[config.mk]
export PLATFORM = sky130hd
export DESIGN_NAME = pe_array_ctrl
export DESIGN_NICKNAME = d
export VERILOG_FILES = /design/src/rtl/pe_array_pkg.sv /design/src/rtl/skew_gen.sv /design/src/rtl/pe_array_ctrl.sv
export SDC_FILE = /design/constraint.sdc
export NUM_CORES = 1
export LEC_CHECK = 0
export CORE_ASPECT_RATIO = 1.4
export CORE_UTILIZATION = 38
export CTS_CLUSTER_SIZE = 28
export DETAILED_ROUTE_END_ITERATION = 6
export GPL_TIMING_DRIVEN = 0
export PLACE_DENSITY = 0.64
export SLEW_MARGIN = 30
export SYNTH_ARGS = -nofsm -noshare
export SYNTH_HDL_FRONTEND = slang
export SYNTH_SLANG_ARGS = --single-unit
[constraint.sdc]
create_clock -name clk_i -period 3.1 [get_ports clk_i]
set_input_delay 0.465 -clock clk_i [delete_from_list [all_inputs] [get_ports clk_i]]
set_output_delay 0.465 -clock clk_i [all_outputs]
set_load 0.005 [all_outputs]
[src/rtl/pe_array_pkg.sv]
// pe_array_pkg: shared definitions for the PE array controller.
//   - state_t      : FSM state encoding (IDLE is the all-zero reset value)
//   - DIM_DEF      : default array side length
//   - FEED_LEN     : FEED phase length for DIM_DEF (2*DIM-1)
//   - DRAIN_LEN    : DRAIN phase length for DIM_DEF (DIM-1)
//   - *_f helpers  : the same lengths for an arbitrary DIM parameter
package pe_array_pkg;

  localparam int DIM_DEF   = 4;
  localparam int FEED_LEN  = 2 * DIM_DEF - 1;
  localparam int DRAIN_LEN = DIM_DEF - 1;

  typedef enum logic [2:0] {
    ST_IDLE    = 3'd0,
    ST_CLEAR   = 3'd1,
    ST_FEED    = 3'd2,
    ST_DRAIN   = 3'd3,
    ST_READOUT = 3'd4,
    ST_DONE    = 3'd5
  } state_t;

  function automatic int feed_len_f(input int dim);
    return 2 * dim - 1;
  endfunction

  function automatic int drain_len_f(input int dim);
    return dim - 1;
  endfunction

  // Step counter width: must hold 0..2*DIM-2 and also the value DIM,
  // which the skew generator compares against.
  function automatic int step_w_f(input int dim);
    return $clog2(2 * dim);
  endfunction

endpackage

[src/rtl/skew_gen.sv]
// skew_gen: combinational operand skew for a systolic array.
//   step_i    : FEED step t
//   lane_en_o : lane i valid when 0 <= t-i < DIM
//   lane_k_o  : lane i operand index t-i in bits [i*KW +: KW], 0 when invalid
module skew_gen #(
  parameter int DIM = 4,
  parameter int KW  = 2,
  parameter int SW  = 3
) (
  input  logic [SW-1:0]     step_i,
  output logic [DIM-1:0]    lane_en_o,
  output logic [DIM*KW-1:0] lane_k_o
);

  genvar gi;
  generate
    for (gi = 0; gi < DIM; gi++) begin : g_lane
      logic [SW-1:0] diff;
      // diff wraps when t < i; the first term of lane_en rejects that case
      assign diff          = step_i - SW'(gi);
      assign lane_en_o[gi] = (step_i >= SW'(gi)) && (diff < SW'(DIM));
      assign lane_k_o[gi*KW +: KW] = lane_en_o[gi] ? diff[KW-1:0] : '0;
    end
  endgenerate

endmodule

[src/rtl/pe_array_ctrl.sv]
// pe_array_ctrl: sequencer for one matrix-multiply pass on a DIM x DIM PE array.
//   clk_i, rst_i        : clock, asynchronous active-high reset
//   start_i, abort_i    : begin a pass (IDLE only) / cancel a running pass
//   busy_o              : not IDLE
//   pe_clr_o            : accumulator clear (CLEAR)
//   feed_en_o           : array advance (FEED and DRAIN)
//   lane_en_o, lane_k_o : skewed per-lane operand valid/index (FEED)
//   res_row_o, res_valid_o, res_ready_i : row readout handshake (READOUT)
//   done_o              : one-cycle completion pulse (DONE)
// Every output is a register loaded from the next-state values, so outputs
// line up with the state they describe and no input reaches an output
// without passing a flop.
module pe_array_ctrl
  import pe_array_pkg::*;
#(
  parameter int DIM = DIM_DEF,
  parameter int KW  = $clog2(DIM)
) (
  input  logic              clk_i,
  input  logic              rst_i,
  input  logic              start_i,
  input  logic              abort_i,
  output logic              busy_o,
  output logic              pe_clr_o,
  output logic              feed_en_o,
  output logic [DIM-1:0]    lane_en_o,
  output logic [DIM*KW-1:0] lane_k_o,
  output logic [KW-1:0]     res_row_o,
  output logic              res_valid_o,
  input  logic              res_ready_i,
  output logic              done_o
);

  localparam int FEED_L  = feed_len_f(DIM);
  localparam int DRAIN_L = drain_len_f(DIM);
  localparam int SW      = step_w_f(DIM);

  state_t          state_reg, state_next;
  logic [SW-1:0]   step_reg, step_next;
  logic [KW-1:0]   row_reg, row_next;
  logic [DIM-1:0]    lane_en_c;
  logic [DIM*KW-1:0] lane_k_c;

  always_comb begin
    state_next = state_reg;
    step_next  = step_reg;
    row_next   = row_reg;
    if (abort_i && state_reg != ST_IDLE) begin
      state_next = ST_IDLE;
      step_next  = '0;
      row_next   = '0;
    end else begin
      case (state_reg)
        ST_IDLE: begin
          step_next = '0;
          row_next  = '0;
          if (start_i) state_next = ST_CLEAR;
        end
        ST_CLEAR: begin
          state_next = ST_FEED;
          step_next  = '0;
        end
        ST_FEED: begin
          if (step_reg == SW'(FEED_L - 1)) begin
            state_next = ST_DRAIN;
            step_next  = '0;
          end else begin
            step_next = step_reg + 1'b1;
          end
        end
        ST_DRAIN: begin
          if (step_reg == SW'(DRAIN_L - 1)) begin
            state_next = ST_READOUT;
            step_next  = '0;
            row_next   = '0;
          end else begin
            step_next = step_reg + 1'b1;
          end
        end
        ST_READOUT: begin
          if (res_ready_i) begin
            if (row_reg == KW'(DIM - 1)) begin
              state_next = ST_DONE;
              row_next   = '0;
            end else begin
              row_next = row_reg + 1'b1;
            end
          end
        end
        ST_DONE: state_next = ST_IDLE;
        default: begin
          state_next = ST_IDLE;
          step_next  = '0;
          row_next   = '0;
        end
      endcase
    end
  end

  // Skew is computed for the step about to be entered so the registered
  // lane outputs appear in the same cycle as that FEED step.
  skew_gen #(
    .DIM(DIM),
    .KW (KW),
    .SW (SW)
  ) u_skew (
    .step_i   (step_next),
    .lane_en_o(lane_en_c),
    .lane_k_o (lane_k_c)
  );

  always_ff @(posedge clk_i or posedge rst_i) begin
    if (rst_i) begin
      state_reg   <= ST_IDLE;
      step_reg    <= '0;
      row_reg     <= '0;
      busy_o      <= 1'b0;
      pe_clr_o    <= 1'b0;
      feed_en_o   <= 1'b0;
      lane_en_o   <= '0;
      lane_k_o    <= '0;
      res_row_o   <= '0;
      res_valid_o <= 1'b0;
      done_o      <= 1'b0;
    end else begin
      state_reg   <= state_next;
      step_reg    <= step_next;
      row_reg     <= row_next;
      busy_o      <= (state_next != ST_IDLE);
      pe_clr_o    <= (state_next == ST_CLEAR);
      feed_en_o   <= (state_next == ST_FEED) || (state_next == ST_DRAIN);
      lane_en_o   <= (state_next == ST_FEED) ? lane_en_c : '0;
      lane_k_o    <= (state_next == ST_FEED) ? lane_k_c : '0;
      res_row_o   <= (state_next == ST_READOUT) ? row_next : '0;
      res_valid_o <= (state_next == ST_READOUT);
      done_o      <= (state_next == ST_DONE);
    end
  end

endmodule

==> results.md, run 1 <==
- Dpl hpwl: 2.108 mm
- Vias in the first global route: 1092
- Final Hold Fails: 0
- First-pass GRT wire length: 4.788 mm
- Reg2reg end: lane_k_o[3]
- Drc violations: 0
- H-tree levels: 1
- Setup violators final: 0
- FFs w/ async S/R, synth: 100.0%
- Grt total ovfl: 0
- Leakage: 0.0007956 µW
- PortBufs: 23
- Synthesis-stage register bit count: 27
- Critical Path, Cell by Cell: buf_2 > or3_4 > a21oi_1 > nand2_1 > ha_1 > inv_1 > nand2_1 > a21oi_1 > o22ai_1 > nor4b_2
- Synth top area cells: dfrtp_1 (49%), ha_1 (9.0%), nand2_1 (3.8%)
- Max reg flops: 8
- Area leader, netlist: dfrtp_1
- Total Routing Usage GR: 16.47%
- Skew-Pair Late Insertion Delay: 0.27 ns
- Post-route minimum period: 2.734 ns
- Cells after Synth: 131
- Delay-heaviest family, CP: simple AND/OR/NAND/NOR gates
- P&R area growth vs syn: 23.44%
- CTS resizes: 0
- Pwr Density: 492.6 nW/µm²
- Crit path largest cell delay: 0.41 ns
- Number of buffers created by CTS: 3
- Height of the die: 73.50 µm
- Peak supply drop: 315.8 µV
- RSZ-0062 raised after global routing: false
- DRT iter0 DRCs: 31
- Fin nets: 174
- Fmax: 365.7 MHz
- Worst-path clk slew: 0.09 ns
- Vias after detailed routing: 1065
- Worst Clk Skew: 0.005037 ns
- CTS sink cnt: 27
- Final Slew Violations: 0
- Die area: 3901 µm²
- Layout cells sized above 1: 12.66%
- Worst Tran Pin Value: 0.5793 ns
- Setup Total Neg Slack: 0 ns
- Synth warn: 0
- Syn avg cell area: 10.59 µm²
- Die width: 53.07 µm
- Max_slew headroom: 61.24%
- Row cnt: 25
- EDFF count, synth: 0
- CTS max path bufs: 2
- CTS tree: done
- CP max-delay cell: dfrtp_1
- Commonest cells post-synth: dfrtp_1 (27), nand2_1 (14), ha_1 (10)
- Required @ worst endpoint: 3.28 ns
- Crit path from: state_reg[2]
- CP Class: flop to flop
- Antenna Violating Nets Remaining: 0
- CTS root buffer: clkbuf_8
- Fin Hold WS: 0.5643 ns
- Initial DRT Pass Iterations: 4
- IO Count: 24
- WP data arrival: 2.91 ns
- Most numerous cell in the Yosys netlist: dfrtp_1
- CP Max Fanout: 10
- Most flops, register: lane_k_o
- Status: finished, final reports clean
- Synth cell types: 38
- R2r worst-path depth: 10
- Critical Path Start Type: flop
- Largest net degree at the start of global routing: 28
- R2r setup slk: 0.37 ns
- Max Cap Viol: 0
- Post-synth net total: 146
- CP endpoint kind: flop
- Initial antenna violation count: 0
- # hold bufs at CTS: 0
- Critical path buffers and inverters: 2
- Core area: 3441 µm²
- Main synth FF type: dfrtp_1
- Register area share after synthesis: 48.69%
- Number of vias per cell: 5.379
- Post-Route WL: 2.837 mm
- Initial Utilization: 40.33%
- Hold/Removal Path Class: primary input to asynchronous set/reset pin
- Syn Std Cell Area: 1388 µm²
- Period utilization: 88.20%
- RD Place Congestion: 0.8584
- Filler Cell Count: 328
- WL/cell: 14.33 µm
- Area of the multi-input gates: 654.4 µm²
- Reg2Reg Launch Point: state_reg[2]
- Largest regs: lane_k_o (8), lane_en_o (4)
- FF/Latch Area: 675.6 µm²
- Post-CTS Repair Setup Buffers: 0
- Top cell type's share of synthesized area: 48.69%
- N_diodes: 0
## through the flow
step | setup slack, ns | power [µW] | utilization [%] | cells | instance area (µm²)
2_1_floorplan | 0.7679 | 572.3 | - | 131 | 1388
3_3_place_gp | 0.3518 | 650.2 | 48.47 | 194 | 1668
3_5_place_dp | 0.3303 | 653.2 | 48.47 | 194 | 1668
4_1_cts | 0.3829 | 856.4 | 49.78 | 198 | 1713
5_1_grt | 0.1782 | 897.7 | 49.78 | 198 | 1713
6_report | 0.3658 | 843.7 | 49.78 | 198 | 1713
## report_power, final
| group | switching, µW | internal (µW) |
|---|---|---|
| Combinational | 146 | 112 |
| Sequential | 9.08 | 378 |
| Clock | 106 | 91.9 |
## metal layers
| metal | track usage (%) | wire [µm] | part of all wire, % |
|---|---|---|---|
| met3 | 1.863 | 114 | 4.0 |
| met5 | 0 | 0 | 0 |
| met1 | 18.80 | 1208 | 43 |
| met4 | 4.386 | 34 | 1.2 |
| met2 | 31.22 | 1480 | 52 |
## worst max-delay path by stage
stage / endpoint / slack [ns] / cells past startpoint
final: lane_k_o[3] / 0.37 / 10
after global routing: lane_k_o[3] / 0.18 / 10
after CTS: lane_k_o[3] / 0.38 / 10
after detailed placement: lane_k_o[3] / 0.33 / 9
after global placement: lane_k_o[3] / 0.35 / 9
after floorplan: lane_k_o[3] / 0.77 / 10
## final cells by class
type	count	area share (%)
flip-flops and latches	27	39.44
multi-input cells	92	38.20
repair buffers	23	13.44
well taps	40	2.922
clock buffers	4	2.630
inverters	9	1.972
plain buffers	3	1.388
## placed cells by master, fill, tap and decap left out, drive strengths merged, types with 2 or more instances in the layout
| cell | n |
|---|---|
| ha | 10 |
| and2 | 7 |
| buf | 3 |
| clkbuf | 4 |
| nor2 | 6 |
| mux2i | 2 |
| and3b | 2 |
| nand2 | 14 |
| nand4b | 2 |
| a21oi | 9 |
| o21ai | 8 |
| or2 | 2 |
| nand4 | 4 |
| a21o | 3 |
| o21a | 2 |
| clkdlybuf4s50 | 23 |
| nor3 | 4 |
| nor4b | 2 |
| a211oi | 3 |
| dfrtp | 27 |
| inv | 9 |
| a31oi | 2 |
## cells by family (layout without fill, tap and decap cells)
family	count (synthesis)	after routing	synth area share [%]
xor+xnor	1	1	0.6313
mux	2	2	1.443
flops	27	27	48.69
compound gates	31	31	15.78
buf+inv	12	39	4.148
simple gates	48	48	20.29
fa+ha+maj	10	10	9.017
No activity file was read; power rests on OpenSTA's default activity.
==> run 2: changes to the inputs <==
Settings changed: CAP_MARGIN set to 20, SYNTH_HIERARCHICAL set to 1.
==> run 2 against run 1 <==
  * Routed wire length decreased by 16%
  * Cell area decreased by 3.3%
  * Sequential power increased by 3%
  * Worst hold slack got worse by 0.0046 ns
  * Critical endpoint unchanged
  * Largest power group unchanged
==> results.md, run 2 <==
- Most flops, register: lane_k_o
- FFs w/ async S/R, synth: 100.0%
- P&R area growth vs syn: 23.51%
- CTS tree: done
- Layout cells sized above 1: 9.333%
- CP max-delay cell: or4b_1
- Worst-path clk slew: 0.09 ns
- Fin nets: 165
- Commonest cells post-synth: dfrtp_1 (27), and2_1 (17), inv_1 (10)
- N_diodes: 0
- Required @ worst endpoint: 3.31 ns
- Area of the multi-input gates: 603.1 µm²
- Area leader, netlist: dfrtp_1
- Commonest non-fill, non-tap cells in the layout: dfrtp_1 (27), clkdlybuf4s50_1 (22), and2_1 (17)
- FF/Latch Area: 675.6 µm²
- Leading cell type in the layout, fill and taps excluded: dfrtp_1
- Crit path from: step_reg[0]
- CTS sink cnt: 27
- Register area share after synthesis: 50.37%
- Hold/Removal Path Class: primary input to asynchronous set/reset pin
- Synth warn: 6
- H-tree levels: 1
- Skew-Pair Late Insertion Delay: 0.27 ns
- WP data arrival: 2.94 ns
- Design Power: 795.1 µW
- Main synth FF type: dfrtp_1
- Number of vias per cell: 4.926
- Max Cap Viol: 0
- R2r setup slk: 0.37 ns
- PortBufs: 22
- Critical Path, Cell by Cell: inv_1 > ha_1 > a21oi_1 > mux2i_1 > nor2_1 > inv_1 > ha_1 > or4b_1 > o31ai_1 > and2_1
- Height of the die: 72.30 µm
- Reg2reg end: lane_k_o[3]
- IO Count: 24
- Antenna Violating Nets Remaining: 0
- WL/cell: 12.50 µm
- Post-route minimum period: 2.732 ns
- Met2 Use GR: 26.35%
- Largest net degree at the start of global routing: 28
- Drc violations: 0
- Die width: 52.21 µm
- Leakage: 0.0007796 µW
- CTS resizes: 0
- Peak supply drop: 331.1 µV
- CP Max Fanout: 8
- CTS root buffer: clkbuf_8
- Worst Slack Setup Final: 0.3678 ns
- Final Util: 49.04%
- Syn Std Cell Area: 1341 µm²
- Fmax: 366.0 MHz
- DRT iter0 DRCs: 17
- Final Hold Fails: 0
- Core area: 3378 µm²
- Grt total ovfl: 0
- R2r worst-path depth: 10
- Critical Path Start Type: flop
- Placement Setup Slack: 0.3716 ns
- Busiest layer in global routing: met2
- Synth cell types: 33
- Worst Clk Skew: 0.005543 ns
- RSZ-0062 raised after global routing: false
- Number of buffers created by CTS: 3
- Reg2Reg Launch Point: step_reg[0]
- CP endpoint kind: flop
- EDFF count, synth: 0
- Syn avg cell area: 10.82 µm²
- Initial antenna violation count: 0
- Critical path buffers and inverters: 2
- Period utilization: 88.14%
- CP Class: flop to flop
- Met3 Usage GRT: 2.516%
- Post-Route WL: 2.375 mm
- Top cell type's share of synthesized area: 50.37%
- Setup violators final: 0
- Post-CTS Repair Setup Buffers: 0
- Setup Total Neg Slack: 0 ns
- Row cnt: 25
- Most numerous cell in the Yosys netlist: dfrtp_1
- Crit path largest cell delay: 0.50 ns
- RD Place Congestion: 0.8521
- Vias in the first global route: 929
- Pwr Density: 480.0 nW/µm²
- First-pass GRT wire length: 4.050 mm
- Post-synth net total: 138
- Post-Layout Cell Count: 190
- Max_slew headroom: 58.31%
- Filler Cell Count: 338
- Total Routing Usage GR: 14.65%
- Final Slew Violations: 0
- Placed cells: 186
- Initial Utilization: 39.70%
- Max reg flops: 8
- CTS max path bufs: 2
- Worst Tran Pin Value: 0.6253 ns
- # hold bufs at CTS: 0
- Largest regs: lane_k_o (8), lane_en_o (4)
- Vias after detailed routing: 936
- Synthesis-stage register bit count: 27
- Initial DRT Pass Iterations: 4
- Synth top area cells: dfrtp_1 (50%), ha_1 (8.4%), and2_1 (7.9%)
- Delay-heaviest family, CP: simple AND/OR/NAND/NOR gates
- Dpl hpwl: 1.800 mm
- Met1 Usage GRT: 15.54%
- Cells after Synth: 124
- Die area: 3775 µm²
- Status: finished, final reports clean
[run 2: changes by cell type after synthesis, moves of 3 or more]
cell     change
a21o_1       -3
and2_1      +13
and2_2       -3
nand2_1     -10
nand4_1      -4
nor2b_1      +5
nor3_1       -4
[run 2: per-layer routing]
metal | vias up | routed length, µm
met4 | 0 | 68
met2 | 19 | 1258
met1 | 448 | 969
li1 | 462 | -
met3 | 7 | 77
met5 | - | 0
[run 2: cells by family after synthesis]
group	after synthesis	synth area share, %
compound gates	22	11.57
mux	3	2.239
flops	27	50.37
buf+inv	14	4.664
fa+ha+maj	9	8.396
simple gates	46	20.80
xor+xnor	3	1.959
[run 2: layout make-up]
cell class,instances,area share [%]
buffer,4,1.511
clock buffer,4,2.719
inverter,10,2.266
multi-input combinational,83,36.40
sequential,27,40.79
tap,40,3.021
timing repair buffer,22,13.29
[run 2: power by group]
part | internal [µW] | switching (µW)
clock | 92.0 | 102
sequential | 380 | 16.7
combinational | 92.8 | 111
[run 2: how the worst max path moves through the flow]
stage	end	slack, ns	cells past startpoint
CTS	lane_k_o[3]	0.35	10
global route	lane_k_o[3]	0.08	10
finish	lane_k_o[3]	0.37	10
floorplan	lane_k_o[3]	0.74	10
detailed placement	lane_k_o[3]	0.37	10
global placement	lane_k_o[3]	0.52	10
[run 2: through the flow]
stage	cell area, µm²	hold WS, ns
2_1_floorplan	1341	0.5169
3_3_place_gp	1612	0.5523
3_5_place_dp	1612	0.5717
4_1_cts	1657	0.5802
5_1_grt	1657	0.6032
6_report	1657	0.5597
